`src/rtl/run_ctrl.sv`:
```
// Program run sequencer: holds the core in reset, releases it, counts executed cycles
// and ends on the halt PC or on timeout. Optional single-step support under RUN_CTRL_STEP_EN.
module run_ctrl #(
    parameter int D       = 12,
    parameter int CW      = 16,
    parameter int HALT_PC = 128,
    parameter int RST_CYC = 2,
    parameter int MAX_CYC = 60000
) (
    input  logic          clk,
    input  logic          reset,
    input  logic          req,
`ifdef RUN_CTRL_STEP_EN
    input  logic          step_mode,
    input  logic          step,
`endif
    input  logic [D-1:0]  prog_ctr,
    output logic          core_rst,
    output logic          core_en,
    output logic          busy,
    output logic          done,
    output logic          timeout,
    output logic [CW-1:0] cycle_cnt
);

    localparam int RCW = (RST_CYC > 1) ? $clog2(RST_CYC) : 1;
    localparam logic [D-1:0]   HALT_PC_V  = D'(HALT_PC);
    localparam logic [CW-1:0]  MAX_V      = CW'(MAX_CYC);
    localparam logic [CW-1:0]  MAX_M1_V   = CW'(MAX_CYC - 1);
    localparam logic [RCW-1:0] RST_LAST_V = RCW'(RST_CYC - 1);

    typedef enum logic [1:0] {
        S_IDLE = 2'd0,
        S_RST  = 2'd1,
        S_RUN  = 2'd2,
        S_DONE = 2'd3
    } state_t;

    state_t         state_r;
    state_t         next_s;
    logic [RCW-1:0] rst_cnt_r;
    logic           at_halt_s;
    logic           step_ok_s;
    logic           core_en_s;

`ifdef RUN_CTRL_STEP_EN
    logic step_q_r;
    logic step_pulse_r;

    // Registered rising-edge detector on step; the pulse opens one execute cycle.
    always_ff @(posedge clk) begin
        if (reset) begin
            step_q_r     <= 1'b0;
            step_pulse_r <= 1'b0;
        end else begin
            step_q_r     <= step;
            step_pulse_r <= step & ~step_q_r;
        end
    end

    assign step_ok_s = ~step_mode | step_pulse_r;
`else
    assign step_ok_s = 1'b1;
`endif

    assign at_halt_s = (prog_ctr == HALT_PC_V);
    // Combinational so the core freezes in the very cycle the halt PC appears.
    assign core_en_s = (state_r == S_RUN) && !at_halt_s && step_ok_s;
    assign core_en   = core_en_s;

    // Next-state decode.
    always_comb begin
        next_s = state_r;
        case (state_r)
            S_IDLE: begin
                if (req) next_s = S_RST;
                else     next_s = S_IDLE;
            end
            S_RST: begin
                if (rst_cnt_r == RST_LAST_V) next_s = S_RUN;
                else                         next_s = S_RST;
            end
            S_RUN: begin
                if (at_halt_s)                                next_s = S_DONE;
                else if (core_en_s && cycle_cnt == MAX_M1_V)  next_s = S_DONE;
                else                                          next_s = S_RUN;
            end
            S_DONE: begin
                if (!req) next_s = S_IDLE;
                else      next_s = S_DONE;
            end
            default: next_s = S_IDLE;
        endcase
    end

    // State, registered status outputs and run counters.
    always_ff @(posedge clk) begin
        if (reset) begin
            state_r   <= S_IDLE;
            rst_cnt_r <= '0;
            core_rst  <= 1'b1;
            busy      <= 1'b0;
            done      <= 1'b0;
            timeout   <= 1'b0;
            cycle_cnt <= '0;
        end else begin
            state_r  <= next_s;
            core_rst <= (next_s == S_IDLE) || (next_s == S_RST);
            busy     <= (next_s == S_RST) || (next_s == S_RUN);
            done     <= (next_s == S_DONE);
            case (state_r)
                S_IDLE: begin
                    if (req) begin
                        cycle_cnt <= '0;
                        timeout   <= 1'b0;
                        rst_cnt_r <= '0;
                    end
                end
                S_RST: begin
                    if (rst_cnt_r != RST_LAST_V) rst_cnt_r <= rst_cnt_r + {{(RCW-1){1'b0}}, 1'b1};
                end
                S_RUN: begin
                    if (core_en_s) begin
                        if (cycle_cnt == MAX_M1_V) begin
                            cycle_cnt <= MAX_V;
                            timeout   <= 1'b1;
                        end else if (cycle_cnt != MAX_V) begin
                            cycle_cnt <= cycle_cnt + {{(CW-1){1'b0}}, 1'b1};
                        end
                    end
                end
                default: begin
                end
            endcase
        end
    end

endmodule
```
`config.mk`:
```
export PLATFORM = sky130hd
export DESIGN_NAME = run_ctrl
export DESIGN_NICKNAME = d
export VERILOG_FILES = /design/src/rtl/run_ctrl.sv
export SDC_FILE = /design/constraint.sdc
export NUM_CORES = 1
export LEC_CHECK = 0
export CAP_MARGIN = 20
export CORE_ASPECT_RATIO = 1.4
export CORE_MARGIN = 2
export CORE_UTILIZATION = 48
export DETAILED_ROUTE_END_ITERATION = 12
export GPL_ROUTABILITY_DRIVEN = 0
export PLACE_DENSITY_LB_ADDON = 0.2
export SYNTH_ARGS = -nofsm -noshare
export SYNTH_HDL_FRONTEND = slang
export SYNTH_SLANG_ARGS = --single-unit
export TNS_END_PERCENT = 30
```
`constraint.sdc`:
```
create_clock -name clk -period 2.7 [get_ports clk]
set_clock_uncertainty 0.15 [all_clocks]
set_input_delay 0.54 -clock clk [delete_from_list [all_inputs] [get_ports clk]]
set_output_delay 0.54 -clock clk [all_outputs]
set_load 0.1 [all_outputs]
```
**After elaboration in Yosys (flattened, before gate mapping)**

Cells that the tools add are included.

- Equal/unequal tests: 13
- Add/sub/neg operators: 2
- Mux-type cells: 17
- Reduce and logical (&&, ||, !) cells: 12

Operators by type and width:

| cell | number |
|---|---|
| two-way mux 16 bit | 4 |
| one-hot mux 16 bit (2 select lines) | 1 |
| adder 16 x 1 -> 16 bit, second input constant | 1 |
| == test 16 bit, second input constant | 1 |
| inequality test 16 bit, second input constant | 1 |
| == test 12 x 8 -> 1 bit, second input constant | 1 |
| == test 2 bit, second input constant | 4 |
| one-hot mux 2 bit (4 select lines) | 1 |
| AND reduction 4 bit | 2 |
| two-way mux 1 bit | 7 |
| == test 2 x 1 -> 1 bit, second input constant | 2 |
| zero test 2 bit | 2 |
| two-way mux 2 bit | 2 |
| inequality test 2 bit, second input constant | 2 |
| one-hot mux 1 bit (2 select lines) | 2 |
| nonzero test 2 bit | 2 |
| inequality test 3 x 1 -> 1 bit, second input constant | 1 |
| logical AND 1 bit | 2 |
| logical OR 1 bit | 2 |
| inequality test 2 x 1 -> 1 bit, second input constant | 1 |
| AND reduction 2 bit | 1 |
| adder 1 bit, second input constant | 1 |
| zero test 1 bit | 1 |

- Bits in registers: 23
- Logic and storage cells: 51
- Output and inout port bits: 21
- Bits of input ports: 15

**Longest topological paths before layout**

Gate-level depths: netlist (run 1).

- Depth after elaboration: 9
- Gate-level depth with buffers: 8
- Depth with buffers taken out: 7

**Least setup slack after synthesis (run 1)**

No wires, ideal clock.

- Path type: register to register
- From: register cycle_cnt[1]
- To: register busy
- Path slack: -168 ps
- Period minus slack after synthesis: 2868 ps
- Stages on the path, launching flop included: 7
- Data required time: 2421 ps
- Buffers on the path: 0
- Library setup time: 129 ps
- Arrival: 2590 ps
- Cells stage by stage: dfxtp_1 ha_1 nand3_2 or4_4 a21oi_1 ha_1 nor2b_1

- Longest elaborated chain between the ends: 7
- Elaborated cells on any way between the ends: 8
- Those cells by class: eq/ne (3); mux (3); reduce/logical (2)

RTL lines:

| item | line | RTL |
|---|---|---|
| start: declaration | 23 | `output logic [CW-1:0] cycle_cnt` |
| start signal: assignment | 128 | `cycle_cnt <= cycle_cnt + {{(CW-1){1'b0}}, 1'b1};` |
| == test 16 bit * | 85 | `else if (core_en_s && cycle_cnt == MAX_M1_V) next_s = S_DONE;` |
| logical AND 1 bit * | 85 |  |
| two-way mux 1 bit * | 85 |  |
| two-way mux 1 bit * | 84 | `if (at_halt_s) next_s = S_DONE;` |
| one-hot mux 2 bit (4 select lines) * | 74 | `case (state_r)` |
| == test 2 x 1 -> 1 bit / == test 2 bit (equally long branches) | 109 | `busy <= (next_s == S_RST) \|\| (next_s == S_RUN);` |
| logical OR 1 bit * | 109 |  |
| end signal: assignment | 109 |  |
| end: declaration | 20 | `output logic busy,` |

Mark *: on every way between the ends. The rest lies on a longest branch, timed or not.
A chain may end at the register's enable or synchronous reset.

**Worst setup path in the final report (run 1)**

- From: input port prog_ctr[7]
- To: output port core_en

- Longest elaborated chain between the ends: 3

RTL lines:

| item | line | RTL |
|---|---|---|
| start: declaration | 17 | `input logic [D-1:0] prog_ctr,` |
| == test 12 x 8 -> 1 bit | 66 | `assign at_halt_s = (prog_ctr == HALT_PC_V);` |
| zero test 1 bit | 68 | `assign core_en_s = (state_r == S_RUN) && !at_halt_s && step_ok_s;` |
| logical AND 1 bit | 68 |  |
| end: declaration | 19 | `output logic core_en,` |

Every way passes these cells.

==> results of run 1 <==
registers in the layout (all words and copies together), names as in the netlist:
signal     count
cycle_cnt     16
state_r        2
busy           1
core_rst       1
done           1
rst_cnt_r      1
timeout        1
kinds of logic (layout without fill, tap and decap cells):
logic type      count (synthesis)  after routing
buf+inv                        13             47
flops                          23             23
compound gates                 47             47
fa+ha+maj                       3              3
simple gates                   74             74
worst max-delay path: cells and delay by family:
family | cells | cell delay [ps]
buffers and inverters | 3 | 680
and+or+nand+nor | 1 | 350
AOI/OAI and AO/OA | 1 | 250
final cells by class:
class / instances / area [um^2] / share of cell area
clock buffers: 3 / 41.3 / 0.0233
repair buffers: 37 / 338 / 0.191
flip-flops and latches: 23 / 463 / 0.261
inverters: 6 / 25.0 / 0.0141
clock inverters: 1 / 5.00 / 0.00282
multi-input cells: 124 / 855 / 0.482
well taps: 37 / 46.3 / 0.0261
Yosys cell counts (all sizes together):
master / number / area (um^2)
nand3: 9 / 50.1
nor4b: 1 / 8.76
clkbuf: 2 / 7.51
o2bb2ai: 2 / 23.8
a21oi: 18 / 90.1
a311oi: 1 / 8.76
or3: 1 / 6.26
a41oi: 1 / 8.76
a2bb2oi: 1 / 15.0
nand4b: 5 / 43.8
o21ai: 16 / 80.1
a211oi: 2 / 20.0
or4: 3 / 26.3
nand2: 8 / 30.0
ha: 3 / 37.5
o41ai: 1 / 16.3
a31o: 1 / 17.5
inv: 6 / 25.0
buf: 5 / 40.0
nor2: 12 / 45.0
nor2b: 8 / 57.6
nand2b: 3 / 26.3
and2: 3 / 23.8
o21a: 1 / 7.51
nand4: 5 / 31.3
a31oi: 2 / 12.5
or2: 1 / 6.26
dfxtp: 23 / 460
nor4: 4 / 40.0
nand3b: 1 / 7.51
o32ai: 1 / 8.76
and3: 3 / 18.8
nor3: 4 / 20.0
nand4bb: 3 / 66.3
routing by layer:
| metal | GRT usage | up-vias | routed length, um |
|---|---|---|---|
| met5 | 0 | - | 0 |
| met4 | 0.0972 | 0 | 75 |
| met1 | 0.244 | 657 | 1360 |
| met2 | 0.429 | 38 | 1890 |
| li1 | - | 665 | - |
| met3 | 0.0288 | 8 | 120 |
report_power, final:
part	switching, W	internal, W	leakage, nW
registers	0.00000635	0.000346	0.187
logic	0.0000778	0.0000530	0.409
clock network	0.000110	0.000103	0.0255
total	0.000194	0.000502	0.622
final timing paths:
check               startpoint            to  depth (start not counted)
setup / recovery   prog_ctr[7]       core_en                          5
hold / removal    cycle_cnt[0]  cycle_cnt[0]                          2
setup reg to reg  cycle_cnt[1]          busy                          6
hold reg to reg   cycle_cnt[0]  cycle_cnt[0]                          2
through the flow:
stage / power [W] / utilization
after floorplan: 0.000445 / -
after global placement: 0.000489 / 0.612
after detailed placement: 0.000492 / 0.612
after CTS: 0.000707 / 0.629
after global routing: 0.000726 / 0.629
final: 0.000696 / 0.629
==> impl_metrics.json, run 1 <==
{
  "status": "completed",
  "max_slew_margin": 0.578,
  "p_per_area_nw_per_um2": 393,
  "setup_viol_count_final": 0,
  "vias_per_cell": 5.92,
  "holdCritPathClass": "reg -> reg",
  "hold_buffers": 0,
  "cts-resized-gates": 0,
  "stdcell_count": 231,
  "finalMaxSlewViolations": 0,
  "cap_viol_max_count": 0,
  "muxShareOfSynthArea": 0,
  "p_leak_nw": 0.622,
  "synth_fp_nets": 178,
  "finalSetupTns_ps": 0,
  "endpoint_kind": "output pin",
  "hold_ws_ps": 342,
  "wl_per_cell_um": 14.9,
  "synth.avg_cell_area_um2": 8.67,
  "design_area_um2": 1770,
  "fmax_ghz": 0.398,
  "clock_latency_ps": 260,
  "synth_warnings": 0,
  "final_net_count": 213,
  "r2r_setup_slack_ps": 470,
  "cp_slowest_cell": "clkdlybuf4s50_1",
  "drt_iter0_drc": 53,
  "grtUsageTotal": 0.223,
  "fill_cells": 260,
  "antenna_cells": 0,
  "tightest_slew_ps": 626,
  "post_cts_buffers": 0,
  "wl_um": 3440,
  "setup_ws_ps": 190,
  "ant_nets": 0,
  "layout_common_cells": "21 x dfxtp_1, 21 x buf_4, 18 x a21oi_1, 14 x clkdlybuf4s50_1, 12 x nor2_1",
  "drc": 0,
  "ir_worst_vdd_uv": 289,
  "cp_max_fo": 4,
  "die_y_um": 67.6,
  "rsz0062_at_grt": "no",
  "cts_tree": "yes",
  "max_stage_delay_ps": 460,
  "core_um2": 2820,
  "synth_top_family_by_area": "simple AND/OR/NAND/NOR gates",
  "num_vias": 1368,
  "netlist_area_um2": 1390,
  "ys_ff_latch": 23,
  "synthSimpleGateAreaFrac": 0.366,
  "drive_above_1_share": 0.232,
  "dp_cells": 227,
  "crit_chain": "clkdlybuf4s50_1 > nor4b_1 > a31o_4 > inv_4 > buf_12",
  "grt_pass1_vias": 1311,
  "grt_pass1_wl_um": 5840,
  "arrival_ps": 1820,
  "grt_start_max_net_pins": 23,
  "cts_buffers": 3,
  "clock_path_buffers": 2,
  "rows": 23,
  "syn_inst": 160,
  "synthDistinctLibCells": 47,
  "hold_violations": 0,
  "cts_sinks": 23,
  "placedInstanceArea_um2": 1730,
  "post-place-ws_ps": 119,
  "synth_compound_area_frac": 0.223,
  "yosysSeqAreaShare": 0.332,
  "path_class": "in -> out",
  "gr-total-overflow": 0,
  "io_pins": 36,
  "antenna_found_initial": 0,
  "crit_path_start_kind": "input pin",
  "period_share": 0.930,
  "synth_xor_area_frac": 0,
  "drtPass1Iterations": 4,
  "die_x_um": 49.4,
  "htreeDepth": 1,
  "start_util": 0.492,
  "area_growth_syn_to_layout_pct": 27.8,
  "cp.required_ps": 2010,
  "die_area_um2": 3340,
  "path_clk_slew_ps": 80,
  "synthAdderAreaFrac": 0.0271,
  "portBuffers": 35,
  "cts_root_buf": "clkbuf_8",
  "period_minus_slack_ps": 2510,
  "hpwl_um": 2560
}
No activity file was read; power rests on OpenSTA's default activity.
==> run 2, diff against run 1 <==
Settings changed: CORE_UTILIZATION 48 to 50, CTS_BUF_LIST from default to sky130_fd_sc_hd__clkbuf_4.
==> impl_metrics.json, run 2 (synthesis results as in run 1) <==
{
  "start_util": 0.525,
  "antenna_cells": 0,
  "final_net_count": 215,
  "vias_per_cell": 5.99,
  "cts-resized-gates": 0,
  "drt_iter0_drc": 42,
  "cts_buffers": 3,
  "post_cts_buffers": 0,
  "drc": 0,
  "regMostFlops": "cycle_cnt",
  "wl_per_cell_um": 15.3,
  "setup_viol_count_final": 0,
  "cts_sinks": 23,
  "grt_pass1_vias": 1319,
  "drive_above_1_share": 0.240,
  "path_class": "in -> out",
  "min_from": "cycle_cnt[0]",
  "crit_chain": "clkdlybuf4s50_1 > nor4b_1 > a31o_4 > inv_4 > buf_12",
  "period_minus_slack_ps": 2470,
  "antenna_found_initial": 0,
  "ant_nets": 0,
  "r2r-start": "cycle_cnt[0]",
  "cp_max_fo": 4,
  "ir_worst_vdd_uv": 275,
  "rsz0062_at_grt": "no",
  "min_to": "cycle_cnt[0]",
  "fmax_ghz": 0.406,
  "portBuffers": 35,
  "rows": 22,
  "grt_pass1_wl_um": 5890,
  "fin_util": 0.664,
  "max_stage_delay_ps": 410,
  "hold_violations": 0,
  "whs_path_depth": 2,
  "startpoint": "prog_ctr[9]",
  "r2r_setup_slack_ps": 460,
  "finalSetupTns_ps": 0,
  "cp.required_ps": 2010,
  "finalMaxSlewViolations": 0,
  "path_clk_slew_ps": 130,
  "die_area_um2": 3220,
  "largest_register_ffs": 16,
  "grt_start_max_net_pins": 23,
  "clock_path_buffers": 2,
  "htreeDepth": 1,
  "area_growth_syn_to_layout_pct": 26.5,
  "die_x_um": 48.5,
  "tightest_slew_ps": 628,
  "num_vias": 1390,
  "layout_common_cells": "24 x buf_4, 21 x dfxtp_1, 18 x a21oi_1, 14 x clkdlybuf4s50_1, 12 x nor2_1",
  "grtUsageTotal": 0.236,
  "hold_ws_ps": 352,
  "ff2ff_path_depth": 6,
  "post-place-ws_ps": 58.5,
  "wl_um": 3550,
  "p_per_area_nw_per_um2": 370,
  "worstReg2RegEnd": "busy",
  "period_share": 0.913,
  "status": "completed",
  "arrival_ps": 1780,
  "drtPass1Iterations": 4,
  "crit_path_start_kind": "input pin",
  "holdCritPathClass": "reg -> reg",
  "gr-total-overflow": 0,
  "clock_latency_ps": 330,
  "max_slew_margin": 0.576,
  "endpoint_kind": "output pin",
  "cap_viol_max_count": 0,
  "p_leak_nw": 0.619,
  "largest_registers": "cycle_cnt: 16 flops, state_r: 2 flops",
  "io_pins": 36,
  "die_y_um": 66.3,
  "cts_tree": "yes",
  "setup_ws_ps": 235,
  "cp_slowest_cell": "clkdlybuf4s50_1",
  "cts_root_buf": "clkbuf_4",
  "core_um2": 2640,
  "final_common_cell": "buf_4",
  "hold_buffers": 0,
  "hpwl_um": 2670
}
[run 2: final cells by class]
class / count / area (um^2)
Timing Repair Buffer: 39 / 340
Multi-Input combinational cell: 124 / 855
Fill cell: 235 / 887
Clock inverter: 1 / 5.00
Sequential cell: 23 / 463
Clock buffer: 3 / 22.5
Tap cell: 36 / 45.0
Inverter: 6 / 25.0
[run 2: where the power goes]
group | switching (W) | leakage, nW | internal [W]
clock network | 0.000112 | 0.0177 | 0.0000557
logic | 0.0000787 | 0.414 | 0.0000506
registers | 0.00000654 | 0.187 | 0.000347
[run 2: worst max-delay path by stage]
stage	end	slack (ps)	cells past startpoint
3_3_place_gp	cycle_cnt[12]	130	8
2_1_floorplan	busy	8	5
4_1_cts	core_en	210	5
3_5_place_dp	cycle_cnt[15]	60	8
6_report	core_en	230	5
5_1_grt	core_en	180	5
[run 2: per-stage QoR]
stage          total power (W)  instance area (um^2)  std cells
3_3_place_gp          0.000487                  1730        228
6_report              0.000650                  1760        232
4_1_cts               0.000655                  1760        232
5_1_grt               0.000676                  1760        232
2_1_floorplan         0.000445                  1390        160
3_5_place_dp          0.000490                  1730        228
[run 2: per-layer routing]
| metal | GRT usage | wire [um] | part of all wire |
|---|---|---|---|
| met1 | 0.256 | 1350 | 0.38 |
| met2 | 0.431 | 1870 | 0.53 |
| met3 | 0.0339 | 224 | 0.063 |
| met4 | 0.146 | 106 | 0.030 |
| met5 | 0 | 0 | 0 |
[run 2: critical path: cells and delay by family]
kind,cells,cell delay [ps]
buffers and inverters,3,620
AND/OR/NAND/NOR,1,370
AO/OA/AOI/OAI,1,240
